$ cat src/rtl/hpdcache_rr_req_arbiter.sv
// Round-robin valid/ready arbiter for NREQ requesters onto one downstream channel.
// A grant that stalls stays locked until its handshake, so the payload stays stable and no requester starves.

module hpdcache_rr_req_arbiter_lane #(
    parameter int unsigned DATA_WIDTH = 32
) (
    input  logic                  sel,
    input  logic                  valid,
    input  logic                  down_ready,
    input  logic [DATA_WIDTH-1:0] data,
    output logic                  gnt,
    output logic                  ready,
    output logic [DATA_WIDTH-1:0] data_masked
);
    assign gnt         = sel & valid;
    assign ready       = gnt & down_ready;
    assign data_masked = gnt ? data : '0;
endmodule

module hpdcache_rr_req_arbiter #(
    parameter  int unsigned NREQ       = 4,
    parameter  int unsigned DATA_WIDTH = 32,
    localparam int unsigned IDX_WIDTH  = (NREQ > 1) ? $clog2(NREQ) : 1
) (
    input  logic                       clk_i,
    input  logic                       rst_i,
    input  logic [NREQ-1:0]            req_valid_i,
    output logic [NREQ-1:0]            req_ready_o,
    input  logic [NREQ*DATA_WIDTH-1:0] req_data_i,
    output logic                       req_valid_o,
    input  logic                       req_ready_i,
    output logic [DATA_WIDTH-1:0]      req_data_o,
    output logic [NREQ-1:0]            req_gnt_o,
    output logic [IDX_WIDTH-1:0]       req_gnt_idx_o
);
    localparam logic [IDX_WIDTH:0] NREQ_W = (IDX_WIDTH+1)'(NREQ);

    logic [IDX_WIDTH-1:0]                ptr_q, ptr_eff, ptr_nxt;
    logic                                lock_q, lock_eff;
    logic [NREQ-1:0]                     gnt_q, rr_gnt, sel;
    logic [IDX_WIDTH:0]                  cand;
    logic                                found;
    logic [NREQ-1:0][DATA_WIDTH-1:0]     data_in, data_masked;

    // While reset is held the outputs already behave as if the state were cleared.
    assign ptr_eff  = rst_i ? '0 : ptr_q;
    assign lock_eff = lock_q & ~rst_i;
    assign data_in  = req_data_i;

    // Cyclic first-valid search starting at ptr_eff; explicit wrap handles non-power-of-2 NREQ.
    always_comb begin
        rr_gnt = '0;
        found  = 1'b0;
        cand   = '0;
        for (int k = 0; k < NREQ; k++) begin
            cand = {1'b0, ptr_eff} + (IDX_WIDTH+1)'(k);
            if (cand >= NREQ_W) cand = cand - NREQ_W;
            for (int i = 0; i < NREQ; i++) begin
                if (!found && cand == (IDX_WIDTH+1)'(i) && req_valid_i[i]) begin
                    rr_gnt[i] = 1'b1;
                    found     = 1'b1;
                end
            end
        end
    end

    assign sel = lock_eff ? gnt_q : rr_gnt;

    for (genvar i = 0; i < NREQ; i++) begin : g_lane
        hpdcache_rr_req_arbiter_lane #(.DATA_WIDTH(DATA_WIDTH)) u_lane (
            .sel         (sel[i]),
            .valid       (req_valid_i[i]),
            .down_ready  (req_ready_i),
            .data        (data_in[i]),
            .gnt         (req_gnt_o[i]),
            .ready       (req_ready_o[i]),
            .data_masked (data_masked[i])
        );
    end

    assign req_valid_o = |req_gnt_o;

    always_comb begin
        req_data_o    = '0;
        req_gnt_idx_o = '0;
        for (int i = 0; i < NREQ; i++) begin
            req_data_o = req_data_o | data_masked[i];
            if (req_gnt_o[i]) req_gnt_idx_o = IDX_WIDTH'(i);
        end
    end

    assign ptr_nxt = (req_gnt_idx_o == IDX_WIDTH'(NREQ-1)) ? '0 : req_gnt_idx_o + 1'b1;

    always_ff @(posedge clk_i) begin
        if (rst_i) begin
            ptr_q  <= '0;
            lock_q <= 1'b0;
            gnt_q  <= '0;
        end else if (req_valid_o && !req_ready_i) begin
            lock_q <= 1'b1;
            gnt_q  <= req_gnt_o;
        end else if (req_valid_o) begin
            ptr_q  <= ptr_nxt;
            lock_q <= 1'b0;
        end else begin
            lock_q <= 1'b0;
        end
    end
endmodule

$ cat config.mk
export PLATFORM = sky130hd
export DESIGN_NAME = hpdcache_rr_req_arbiter
export DESIGN_NICKNAME = d
export VERILOG_FILES = /design/src/rtl/hpdcache_rr_req_arbiter.sv
export SDC_FILE = /design/constraint.sdc
export NUM_CORES = 1
export LEC_CHECK = 0
export CAP_MARGIN = 10
export CORE_UTILIZATION = 29
export DETAILED_ROUTE_END_ITERATION = 10
export PLACE_DENSITY = 0.88
export REMOVE_ABC_BUFFERS = 1
export SLEW_MARGIN = 15
export SYNTH_ARGS = -nofsm -noshare
export SYNTH_HDL_FRONTEND = slang
export SYNTH_SLANG_ARGS = --single-unit
$ cat constraint.sdc
create_clock -name clk_i -period 6.1 [get_ports clk_i]
set_clock_uncertainty 0.1 [all_clocks]
set_input_delay 0.915 -clock clk_i [delete_from_list [all_inputs] [get_ports clk_i]]
set_output_delay 0.915 -clock clk_i [all_outputs]
set_load 0.02 [all_outputs]
# Word-level counts from Yosys, hierarchy flattened
# Index checks and enable logic that the tools add are counted.
# Widths: inputs -> output; s select.
# word_totals
regBits	7
inputBits	135
output_inout_bits	43
# classes
add_sub_neg	8
n_lt_le_gt_ge	4
n_eq_ne	13
muxes	45
n_bitwise	14
reduce_logical	54
# op_table
cell	n
$mux 32	4
$or 32x32->32	3
$logic_and 1x1->1	32
$mux 1	32
$eq 3x2->1 const B	8
$logic_not 1->1	16
$eq 3x1->1 const B	4
$logic_not 3->1	4
$mux 3	4
$and 1x1->1	9
$ge 3x3->1 const B	3
$sub 3x3->3 const B	3
$mux 2	4
$add 2x2->3 const B	2
$mux 4	1
$reduce_or 4->1	1
$add 2x1->3 const B	1
$ge 2x3->1 const B	1
$sub 2x3->3 const B	1
$add 2x1->2 const B	1
$eq 2x2->1 const B	1
$not 1->1	2
$reduce_and 2->1	1

# Longest topological paths before layout
# logic_depth
ltp_word	73
ltp_mapped	10
ltp_nobuf	7

# Cells and area by module
# Synthesis repeated with hierarchy kept, for this count alone.
# unflattened
cells_unflattened	279
area_unflattened_um2	1948.1
# by_module_without_submodules
mod	instances	cells_per_inst	area_each_um2	seq_area_each_um2
hpdcache_rr_req_arbiter_lane	4	40	272.8	0.0
hpdcache_rr_req_arbiter	1	119	857.1	140.1

# Worst setup path after synthesis
# No wires, ideal clock.
# synth_path
path_kind	input -> output
startpoint	input req_valid_i[1]
endpoint	output req_data_o[10]
arrival_time_ps	2524
required_time_ps	5085
slack_ps	2561
cell_stages	9
path_cell_list	buf_2 nor3_1 a211oi_1 nor3_2 a32oi_4 inv_4 buf_6 a222oi_1 nand2_1
# synth_via
elab_chain_len	62
# synth_rtl
element	line	source
start: declaration	27	input logic [NREQ-1:0] req_valid_i,
$logic_and 1x1->1	59	if (!found && cand == (IDX_WIDTH+1)'(i) && req_valid_i[i]) begin
$mux 1	59	
$logic_not 1->1	59	
$logic_and 1x1->1 (2 in series)	59	
$mux 1	59	
$logic_not 1->1	59	
$logic_and 1x1->1 (2 in series)	59	
$mux 1	59	
[43 not listed]	--	
$mux 1	59	
$logic_not 1->1	59	
$logic_and 1x1->1 (2 in series)	59	
$mux 1	59	
$mux 4	67	assign sel = lock_eff ? gnt_q : rr_gnt;
$and 1x1->1	15	assign gnt = sel & valid;
$mux 32	17	assign data_masked = gnt ? data : '0;
$or 32x32->32 *	87	req_data_o = req_data_o | data_masked[i];
end: declaration	32	output logic [DATA_WIDTH-1:0] req_data_o,
# Every way passes the cells marked *; elsewhere a longest branch is shown, timed or not.

# Worst setup path in the final report
# layout_path
startpoint	input rst_i
endpoint	output req_data_o[14]
# layout_via
elab_chain_len	70
# layout_rtl
element	line	source
start: declaration	26	input logic rst_i,
$mux 2	46	assign ptr_eff = rst_i ? '0 : ptr_q;
$sub 2x3->3 / $ge 2x3->1 (equally long branches)	57	if (cand >= NREQ_W) cand = cand - NREQ_W;
$mux 3	57	
$logic_not 3->1	59	
$logic_and 1x1->1	59	
$mux 1	59	
$logic_not 1->1	59	
$logic_and 1x1->1 (2 in series)	59	
[52 not listed]	--	
$mux 1	59	
$logic_not 1->1	59	
$logic_and 1x1->1 (2 in series)	59	
$mux 1	59	
$mux 4 *	67	
$and 1x1->1	15	
$mux 32	17	
$or 32x32->32 *	87	
# Marked as above.

==> impl_metrics.env <==
export IMPL_drcViolationCount=0
export IMPL_setup_viol=0
export IMPL_tns_ps=0
export IMPL_p_seq_share_pct=11.7
export IMPL_wl_per_cell_um=17.2
export IMPL_worstHoldPathType="register to register"
export IMPL_start_kind="primary input"
export IMPL_drt_pass1_iter_count=6
export IMPL_arrival_ps=4160
export IMPL_seq_area_frac_synth_pct=9.71
export IMPL_p_comb_share_pct=75.3
export IMPL_fin_crit_ps=5170
export IMPL_vias_per_cell=5.35
export IMPL_area_growth_pct=119
export IMPL_clk_pin_slew_ps=40
export IMPL_powerDensity_mw_per_mm2=161
export IMPL_diodes=0
export IMPL_worstPathMaxFanout=36
export IMPL_top_layer="met4"
export IMPL_hold_viol=0
export IMPL_finalCritPeriodShare_pct=84.8
export IMPL_dieArea_mm2=0.00526
export IMPL_rsz0062_at_grt="no"
export IMPL_htreeDepth=1
export IMPL_wl_um=7360
export IMPL_drt_met1_wl_um=2590
export IMPL_pin_count=178
export IMPL_endpoint_kind="output port"
export IMPL_grt_max_degree=40
export IMPL_cp_endpoint="req_data_o[14]"
export IMPL_required_ps=5080
export IMPL_final_layout_size_suffix_gt1_share_pct=6.65
export IMPL_nFillCells=406
export IMPL_die_h_um=72.5
export IMPL_grt_overflow=0
export IMPL_switching_power_mw=0.210
export IMPL_clockBufferDepth=2
export IMPL_start_util_pct=30.3
export IMPL_rows=25
export IMPL_met3_length_um=734
export IMPL_worstSetupPathType="primary input to output port"
export IMPL_cts_tree="yes"
export IMPL_ir_drop_uv=76.0
export IMPL_grt_antenna_before_repair=0
export IMPL_switching_share_pct=41.4
export IMPL_synth_cell_type_count=44
export IMPL_placed_cell_area_mm2=0.00311
export IMPL_root_buffer="clkbuf_8"
export IMPL_max_slew_margin_pct=53.6
export IMPL_synth_cell_area_mm2=0.00144
export IMPL_clock_latency_ps=230
export IMPL_cts_buffers=3
export IMPL_regToRegSetupSlack_ps=3380
export IMPL_place_port_buffers=177
export IMPL_clock_power_share_pct=13.0
export IMPL_postRouteAntennaNets=0
export IMPL_die_w_um=72.5
export IMPL_timing_final_max_slew_violations=0
export IMPL_max_freq_ghz=0.193
export IMPL_hold_buffers=0
export IMPL_ctsResizeCount=0
export IMPL_final_area_mm2=0.00315
export IMPL_dp_hpwl_um=5740
export IMPL_r2r_start="ptr_q[1]"
export IMPL_max_cap_viol_count=0
export IMPL_status="finished, final reports clean"
export IMPL_track_usage_pct=26.6
export IMPL_tightest_slew_ps=695
export IMPL_first_iter_violations=266
export IMPL_ys_ff_latch=7
export IMPL_yosysWarnings=0
export IMPL_core_area_mm2=0.00475
export IMPL_utilization_pct=66.3
export IMPL_syn_area_per_cell_um2=7.00
export IMPL_post_cts_buffers=0
export IMPL_wl_met2_um=3930
export IMPL_vias=2290
export IMPL_cts_sinks=7
export IMPL_p_int_mw=0.298
export IMPL_synth_cells=206
export IMPL_place_gp_congestion=1.00
export IMPL_rr_endpoint="ptr_q[0]"
export IMPL_grt_pass1_vias=2194
export IMPL_critPathLaunch="rst_i"
export IMPL_grt_pass1_wl_um=10900
export IMPL_reg2reg_depth=7
export IMPL_fin_nets=497
export IMPL_cellLeakagePower_nw=1.24
[state kept, by name, summed over array words and instances (netlist names)]
register,flops
lock_q,1
ptr_q,2
gnt_q,4
[cells in the mapped netlist, drive strengths merged]
master,number,area share [%]
mux2i,4,2.8
a311o,1,0.69
a21boi,1,0.52
dfxtp,7,9.7
a21oi,5,2.5
o21bai,1,0.52
and4,1,0.61
o221ai,2,1.2
buf,25,13
nand2,68,18
o2111ai,1,0.61
nor3b,2,1.4
o221a,1,0.78
nand4,3,1.3
nor2b,1,0.43
clkbuf,1,0.26
or3,1,0.43
nand2b,3,1.3
o22a,1,0.69
nor3,3,1.4
a221oi,1,1.0
and3b,1,0.61
inv,10,2.8
a211oi,5,3.3
a32oi,1,1.9
a222oi,32,22
o21a,1,0.52
nor2,3,0.78
and2,4,1.7
o21ai,12,4.7
nor4b,1,1.0
nand3,1,0.35
or3b,1,0.61
mux2,1,0.78
[metrics by stage]
step / total power, mW / setup WS, ps / std cells / hold slack (ps)
global placement: 0.437 / 986 / 424 / 397
floorplan: 0.228 / 2540 / 180 / 353
detailed placement: 0.441 / 951 / 424 / 405
global route: 0.537 / 719 / 428 / 432
finish: 0.509 / 929 / 428 / 425
CTS: 0.507 / 938 / 428 / 412
[layer usage]
metal | up-vias | track usage (%)
met5 | - | 0
li1 | 1101 | -
met3 | 12 | 10.3
met2 | 119 | 48.3
met4 | 0 | 6.10
met1 | 1058 | 29.2
[cell type report]
cell class | count | area (um2) | share of cell area [%]
clock buffer | 4 | 45.0 | 1.43
multi-input combinational | 163 | 1070 | 34.0
tap | 67 | 83.8 | 2.66
inverter | 10 | 40.0 | 1.27
timing repair buffer | 177 | 1770 | 56.2
sequential | 7 | 140 | 4.44
[cell families (layout without fill, tap and decap cells)]
kind of cell / Yosys count / count (layout) / share of synthesized area [%]
and+or+nand+nor: 93 / 93 / 29.7
AOI/OAI and AO/OA: 65 / 65 / 41.2
buffers and inverters: 36 / 191 / 15.9
DFF: 7 / 7 / 9.71
muxes: 5 / 5 / 3.56
[worst min-delay path by stage]
stage | start | to | cells after the start
after floorplan | gnt_q[0] | gnt_q[0] | 2
after global placement | gnt_q[0] | gnt_q[0] | 2
after detailed placement | gnt_q[0] | gnt_q[0] | 2
after CTS | gnt_q[0] | gnt_q[0] | 2
after global routing | gnt_q[0] | gnt_q[0] | 2
final | gnt_q[0] | gnt_q[0] | 2
[power by group through the flow]
stage | sequential, mW | clock (mW) | combinational [mW]
floorplan | 0.0572 | 0 | 0.171
global placement | 0.0597 | 0 | 0.377
detailed placement | 0.0598 | 0 | 0.381
CTS | 0.0590 | 0.0654 | 0.383
global route | 0.0601 | 0.0704 | 0.406
finish | 0.0593 | 0.0661 | 0.383
[layout by cell type, fill, tap and decap left out, types with 4 or more instances in the layout]
| master | count |
|---|---|
| a21oi_1 | 4 |
| a222oi_1 | 32 |
| and2_1 | 4 |
| clkdlybuf4s50_1 | 177 |
| dfxtp_1 | 7 |
| inv_2 | 6 |
| mux2i_1 | 4 |
| nand2_1 | 68 |
| o21ai_0 | 8 |
[worst max-delay path: stages]
cell and delay [ps]:
clkdlybuf4s50_1 760, nand2b_1 240, o21ai_0 120, or3b_2 470, o22a_2 270, inv_2 470, a222oi_1 150, nand2_1 110
clkdlybuf4s50_1 630
Power figures use the tool's default switching activity.
